==> src/rtl/mux4_tdm.sv <==
// 4:1 time-division multiplexer: four 1-entry channel buffers, round-robin arbitration,
// registered (i, s1, s0, e) output with sink backpressure. Build option: MUX4_FIXED_PRIORITY_EN.
module mux4_tdm #(
  parameter int WIDTH = 1
) (
  input  logic               clk,
  input  logic               rst,
  input  logic [3:0]         in_valid,
  input  logic [4*WIDTH-1:0] in_data,
  output logic [3:0]         in_ready,
  output logic [WIDTH-1:0]   i,
  output logic               s1,
  output logic               s0,
  output logic               e,
  input  logic               rdy
);

  logic [3:0]       buf_v;
  logic [WIDTH-1:0] buf_d [4];
  logic [3:0]       capture;
  logic             load;
  logic             any_v;
  logic             do_gnt;
  logic [1:0]       gnt;
  logic [3:0]       gnt_mask;

  assign in_ready = ~buf_v & {4{~rst}};
  assign capture  = in_valid & in_ready;
  assign load     = ~e | rdy;
  assign any_v    = |buf_v;
  assign do_gnt   = load & any_v;
  assign gnt_mask = do_gnt ? (4'b0001 << gnt) : 4'b0000;

`ifdef MUX4_FIXED_PRIORITY_EN
  // Lowest-indexed pending channel wins; scanning downward lets the lowest index overwrite.
  always_comb begin
    gnt = 2'd0;
    for (int k = 3; k >= 0; k--) begin
      if (buf_v[k]) gnt = 2'(k);
    end
  end
`else
  typedef enum logic [1:0] {
    PTR_CH0 = 2'd0,
    PTR_CH1 = 2'd1,
    PTR_CH2 = 2'd2,
    PTR_CH3 = 2'd3
  } ptr_t;

  ptr_t ptr, ptr_nxt;

  // Scan ptr, ptr+1, ... (mod 4); the smallest offset is written last and wins.
  always_comb begin
    gnt = ptr;
    for (int k = 3; k >= 0; k--) begin
      if (buf_v[ptr + 2'(k)]) gnt = ptr + 2'(k);
    end
  end

  always_comb begin
    ptr_nxt = ptr;
    if (do_gnt) ptr_nxt = ptr_t'(gnt + 2'd1);
  end

  always_ff @(posedge clk or posedge rst) begin
    if (rst) ptr <= PTR_CH0;
    else     ptr <= ptr_nxt;
  end
`endif

  // Input stage: a channel refills only once its buffer has been granted away.
  always_ff @(posedge clk or posedge rst) begin
    if (rst) buf_v <= 4'b0000;
    else     buf_v <= (buf_v | capture) & ~gnt_mask;
  end

  always_ff @(posedge clk) begin
    for (int c = 0; c < 4; c++) begin
      if (capture[c]) buf_d[c] <= in_data[c*WIDTH +: WIDTH];
    end
  end

  // Output stage: load a new word whenever the previous one is gone or being taken.
  always_ff @(posedge clk or posedge rst) begin
    if (rst) begin
      e  <= 1'b0;
      i  <= '0;
      s1 <= 1'b0;
      s0 <= 1'b0;
    end else if (load) begin
      e <= any_v;
      if (any_v) begin
        i  <= buf_d[gnt];
        s1 <= gnt[1];
        s0 <= gnt[0];
      end
    end
  end

endmodule
==> config.mk <==
export PLATFORM = sky130hd
export DESIGN_NAME = mux4_tdm
export DESIGN_NICKNAME = d
export VERILOG_FILES = /design/src/rtl/mux4_tdm.sv
export SDC_FILE = /design/constraint.sdc
export NUM_CORES = 1
export LEC_CHECK = 0
export ABC_AREA = 1
export CAP_MARGIN = 20
export CORE_MARGIN = 5
export CORE_UTILIZATION = 30
export CTS_CLUSTER_SIZE = 20
export DETAILED_ROUTE_END_ITERATION = 10
export REMOVE_ABC_BUFFERS = 1
export SYNTH_ARGS = -nofsm -noshare
export SYNTH_HDL_FRONTEND = slang
export SYNTH_SLANG_ARGS = --single-unit
export TNS_END_PERCENT = 1
==> constraint.sdc <==
create_clock -name clk -period 3.7 [get_ports clk]
set_clock_uncertainty 0.1 [all_clocks]
set_input_delay 0.37 -clock clk [delete_from_list [all_inputs] [get_ports clk]]
set_output_delay 0.37 -clock clk [all_outputs]
set_load 0.05 [all_outputs]
* Word level (Yosys, flattened, before mapping)
Memory sizes are Yosys's and may differ from the RTL's. A register that Yosys moved wholly into a read port is not among the register bits.
Cells that the tools add are included.
** Operators by class
- Add/subtract/negate cells :: 4
- $lt $le $gt $ge :: 4
- Shift-type cells :: 1
- Multiplexer cells :: 21
- Bitwise gates (word level) :: 10
- Reductions and logical operators :: 2
** Operators with widths (count)
- $and 4x4->4 :: 3
- $lt 2x3->1 const B :: 4
- $mux 1 :: 12
- $bmux 1 s2 :: 4
- $mux 2 :: 4
- $not 4->4 :: 2
- $add 2x1->2 const B :: 2
- $add 2x2->2 const B :: 2
- $mux 4 :: 1
- $or 4x4->4 :: 1
- $reduce_or 4->1 :: 1
- $shl 1x2->4 const A :: 1
- $not 1->1 :: 2
- $reduce_and 2->1 :: 1
- $and 1x1->1 :: 1
- $or 1x1->1 :: 1
** Storage, ports and cells
- Register bits after elaboration :: 9
- Memory bits (writable) :: 4
- Input bits :: 11
- Output and inout bits :: 8
- Word-level logic and storage cells :: 48
- Memories kept :: 1
** Memory list
- buf_d :: depth 4, bits a word 1, read ports 1, clocked after memory_dff 1, write ports 4, RTL line 19 : logic [WIDTH-1:0] buf_d [4];

* Longest topological paths before layout
- Word-level depth :: 11
- Gate-level depth with buffers :: 17
- Mapped depth without buffers :: 16

* Worst setup path after synthesis
No wires, ideal clock.
- Path type :: input -> output
- Start :: input rst
- End :: output in_ready[0]
- Arrival :: 1.199 ns
- Required time :: 3.230 ns
- Path slack :: 2.031 ns
- Cell stages on the path :: 2
- Path buffers :: 1
- Cell sequence :: clkbuf_1 nor2_1
** Between the ends
- Word-level cells in the longest chain between the ends :: 2
** Ends and longest elaborated chain
- start: declaration :: RTL line 7 : input logic rst,
- $not 1->1 :: RTL line 27 : assign in_ready = ~buf_v & {4{~rst}};
- $and 4x4->4 :: RTL line 27
- end: declaration :: RTL line 10 : output logic [3:0] in_ready,
No other way between the ends.

* Worst setup path in the final report
- Start :: input rst
- End :: output in_ready[3]
Same word-level chain as after synthesis.

==> impl_metrics.json <==
{
  "core-area_sq_mm": 0.002758,
  "hp-start": "i$_DFFE_PP0P_",
  "die_h_um": 63.69,
  "clkSinkCount": 14,
  "fmaxAchievable_mhz": 417.1,
  "grt_pass1_wl_mm": 3.249,
  "htree_levels": 1,
  "grt_max_degree": 11,
  "grtUsageTotal_pct": 9.908,
  "vias_per_cell": 4.463,
  "crit_type": "in2out",
  "tightest_slew_ns": 0.5106,
  "ioPinCount": 19,
  "setup_viol": 0,
  "drtPass1Iterations": 4,
  "drt_iter0_markers": 26,
  "numCtsBuffers": 3,
  "start_util_pct": 31.35,
  "synth_ff_type": "dfrtp_1",
  "num_vias": 723,
  "num_rows": 19,
  "tns_ns": 0,
  "overflow": 0,
  "io_buffers": 18,
  "pre_cts_ws_ns": 1.305,
  "placed_area_sq_mm": 0.001069,
  "grt_setup_unrepaired": "false",
  "drive_above_1_share_pct": 16.79,
  "netlist.area_leader.share_pct": 28.94,
  "post_cts_buffers": 0,
  "cts_tree": "done",
  "finalHoldViolCount": 0,
  "cp-start-kind": "input pin",
  "final_nets": 143,
  "hold_buffers": 0,
  "ys_top_cells_by_count": "nand2_1 (30), nor2_1 (13), inv_1 (12)",
  "status": "finished, final reports clean",
  "fin_crit_ns": 2.397,
  "crit_top_cell": "clkdlybuf4s50_1",
  "wire_per_inst_um": 11.21,
  "ys_seq_area_share_pct": 42.84,
  "remaining_drc_errors": 0,
  "period_share_pct": 64.79,
  "drv_slew": 0,
  "cts-root-buf": "clkbuf_4",
  "diodes": 0,
  "area_delta_synth_final_pct": 26.63,
  "synth_edf_count": 4,
  "routabilityCongestion": 0.7548,
  "ant_nets": 0,
  "wl_mm": 1.816,
  "synth.most_common_cell": "nand2_1",
  "ctsResizeCount": 0,
  "yosysTopAreaCell": "dfrtp_1",
  "cp_cell_sequence": "clkdlybuf4s50_1, nor2_1, clkdlybuf4s50_1",
  "slew_headroom_pct": 65.85,
  "timing.final.ws_setup_ns": 1.303,
  "syn_area_sq_um": 864.6,
  "synth_seq_cells": 14,
  "yosys.cell_types.count": 22,
  "fp.dieW_um": 63.69,
  "reg2reg_from": "ptr[0]$_DFFE_PP0P_",
  "antenna_found_initial": 0,
  "path_max_fanout": 9,
  "dp_hpwl_mm": 1.500,
  "post-route-cell-area_sq_mm": 0.001095,
  "yosysWarnings": 0,
  "slowest_stage": "clkdlybuf4s50_1",
  "syn-instance-count": 111,
  "crit_start": "rst",
  "drv_cap": 0,
  "hold_class": "reg2reg",
  "path_clk_slew_ns": 0.08,
  "design.die.area_sq_mm": 0.004056,
  "arrival_ns": 1.93,
  "cp_slowest_stage_delay_ns": 0.83,
  "synth_area_per_cell_sq_um": 7.789,
  "clk_latency_ns": 0.28,
  "crit_required_ns": 3.23,
  "first_global_vias": 733,
  "cts-root-to-sink-buffers": 2,
  "ys_async_sr_fraction_pct": 71.43,
  "worstSetupEndpointType": "output pin",
  "synth_area_leaders": "dfrtp_1 (29%), edfxtp_1 (14%), nand2_1 (13%)"
}
==> sequential cells by signal, summed over array words and instances (netlist names) <==
name / count
s1: 1
e: 1
s0: 1
buf_v: 4
i: 1
buf_d: 4
ptr: 2
==> worst max-delay path, delay by kind of cell <==
kind	cells	cell delay, ns
simple gates	1	0.16
buf+inv	2	1.40
==> routing by layer <==
metal / up-vias / part of all wire [%] / GRT usage (%)
met3: 2 / 3.4 / 2.664
li1: 387 / - / -
met2: 11 / 48 / 15.36
met1: 323 / 48 / 12.65
met5: - / 0 / 0
met4: 0 / 0.94 / 4.675
==> logic make-up (layout without fill, tap and decap cells) <==
family	after synthesis	in the layout	synth area share (%)
AND/OR/NAND/NOR	72	72	42.26
buffers and inverters	18	38	9.550
flip-flops	14	14	42.84
AO/OA/AOI/OAI	7	7	5.354
==> metrics by stage <==
stage	util, %	hold slack, ns	instances
5_1_grt	39.70	0.4499	162
6_report	39.70	0.3935	162
3_3_place_gp	38.75	0.3714	158
3_5_place_dp	38.75	0.3783	158
4_1_cts	39.70	0.4038	162
2_1_floorplan	-	0.1102	109
==> placed cells by master (no fill, tap or decap), drive strengths merged, types with 2 or more instances in the layout <==
cell	netlist	final
dfrtp	10	10
edfxtp	4	4
inv	16	16
clkbuf	1	3
nor3b	4	4
o21a	2	2
nand2	43	43
nor2	14	14
clkdlybuf4s50	0	18
nand3	10	10
==> layout make-up <==
cell class | count | area [sq um]
Multi-Input combinational cell | 79 | 411.6
Timing Repair Buffer | 18 | 180.2
Clock buffer | 3 | 22.52
Inverter | 16 | 67.56
Tap cell | 31 | 38.79
Clock inverter | 1 | 3.754
Fill cell | 298 | 1663
Sequential cell | 14 | 370.4
==> worst paths after layout <==
check / to / slack, ns / depth (start not counted)
worst min register to register: i$_DFFE_PP0P_ / 0.39 / 2
worst max-delay path: in_ready[3] / 1.30 / 3
worst min-delay path: i$_DFFE_PP0P_ / 0.39 / 2
worst max register to register: buf_v[1]$_DFF_PP0_ / 1.84 / 12
min in group asynchronous: s0$_DFFE_PP0P_ / 0.52 / 2
max in group asynchronous: ptr[1]$_DFFE_PP0P_ / 2.70 / 2
Power is not shown: default switching activity piles up to over one toggle a cycle in this logic, so the estimate is an artifact.
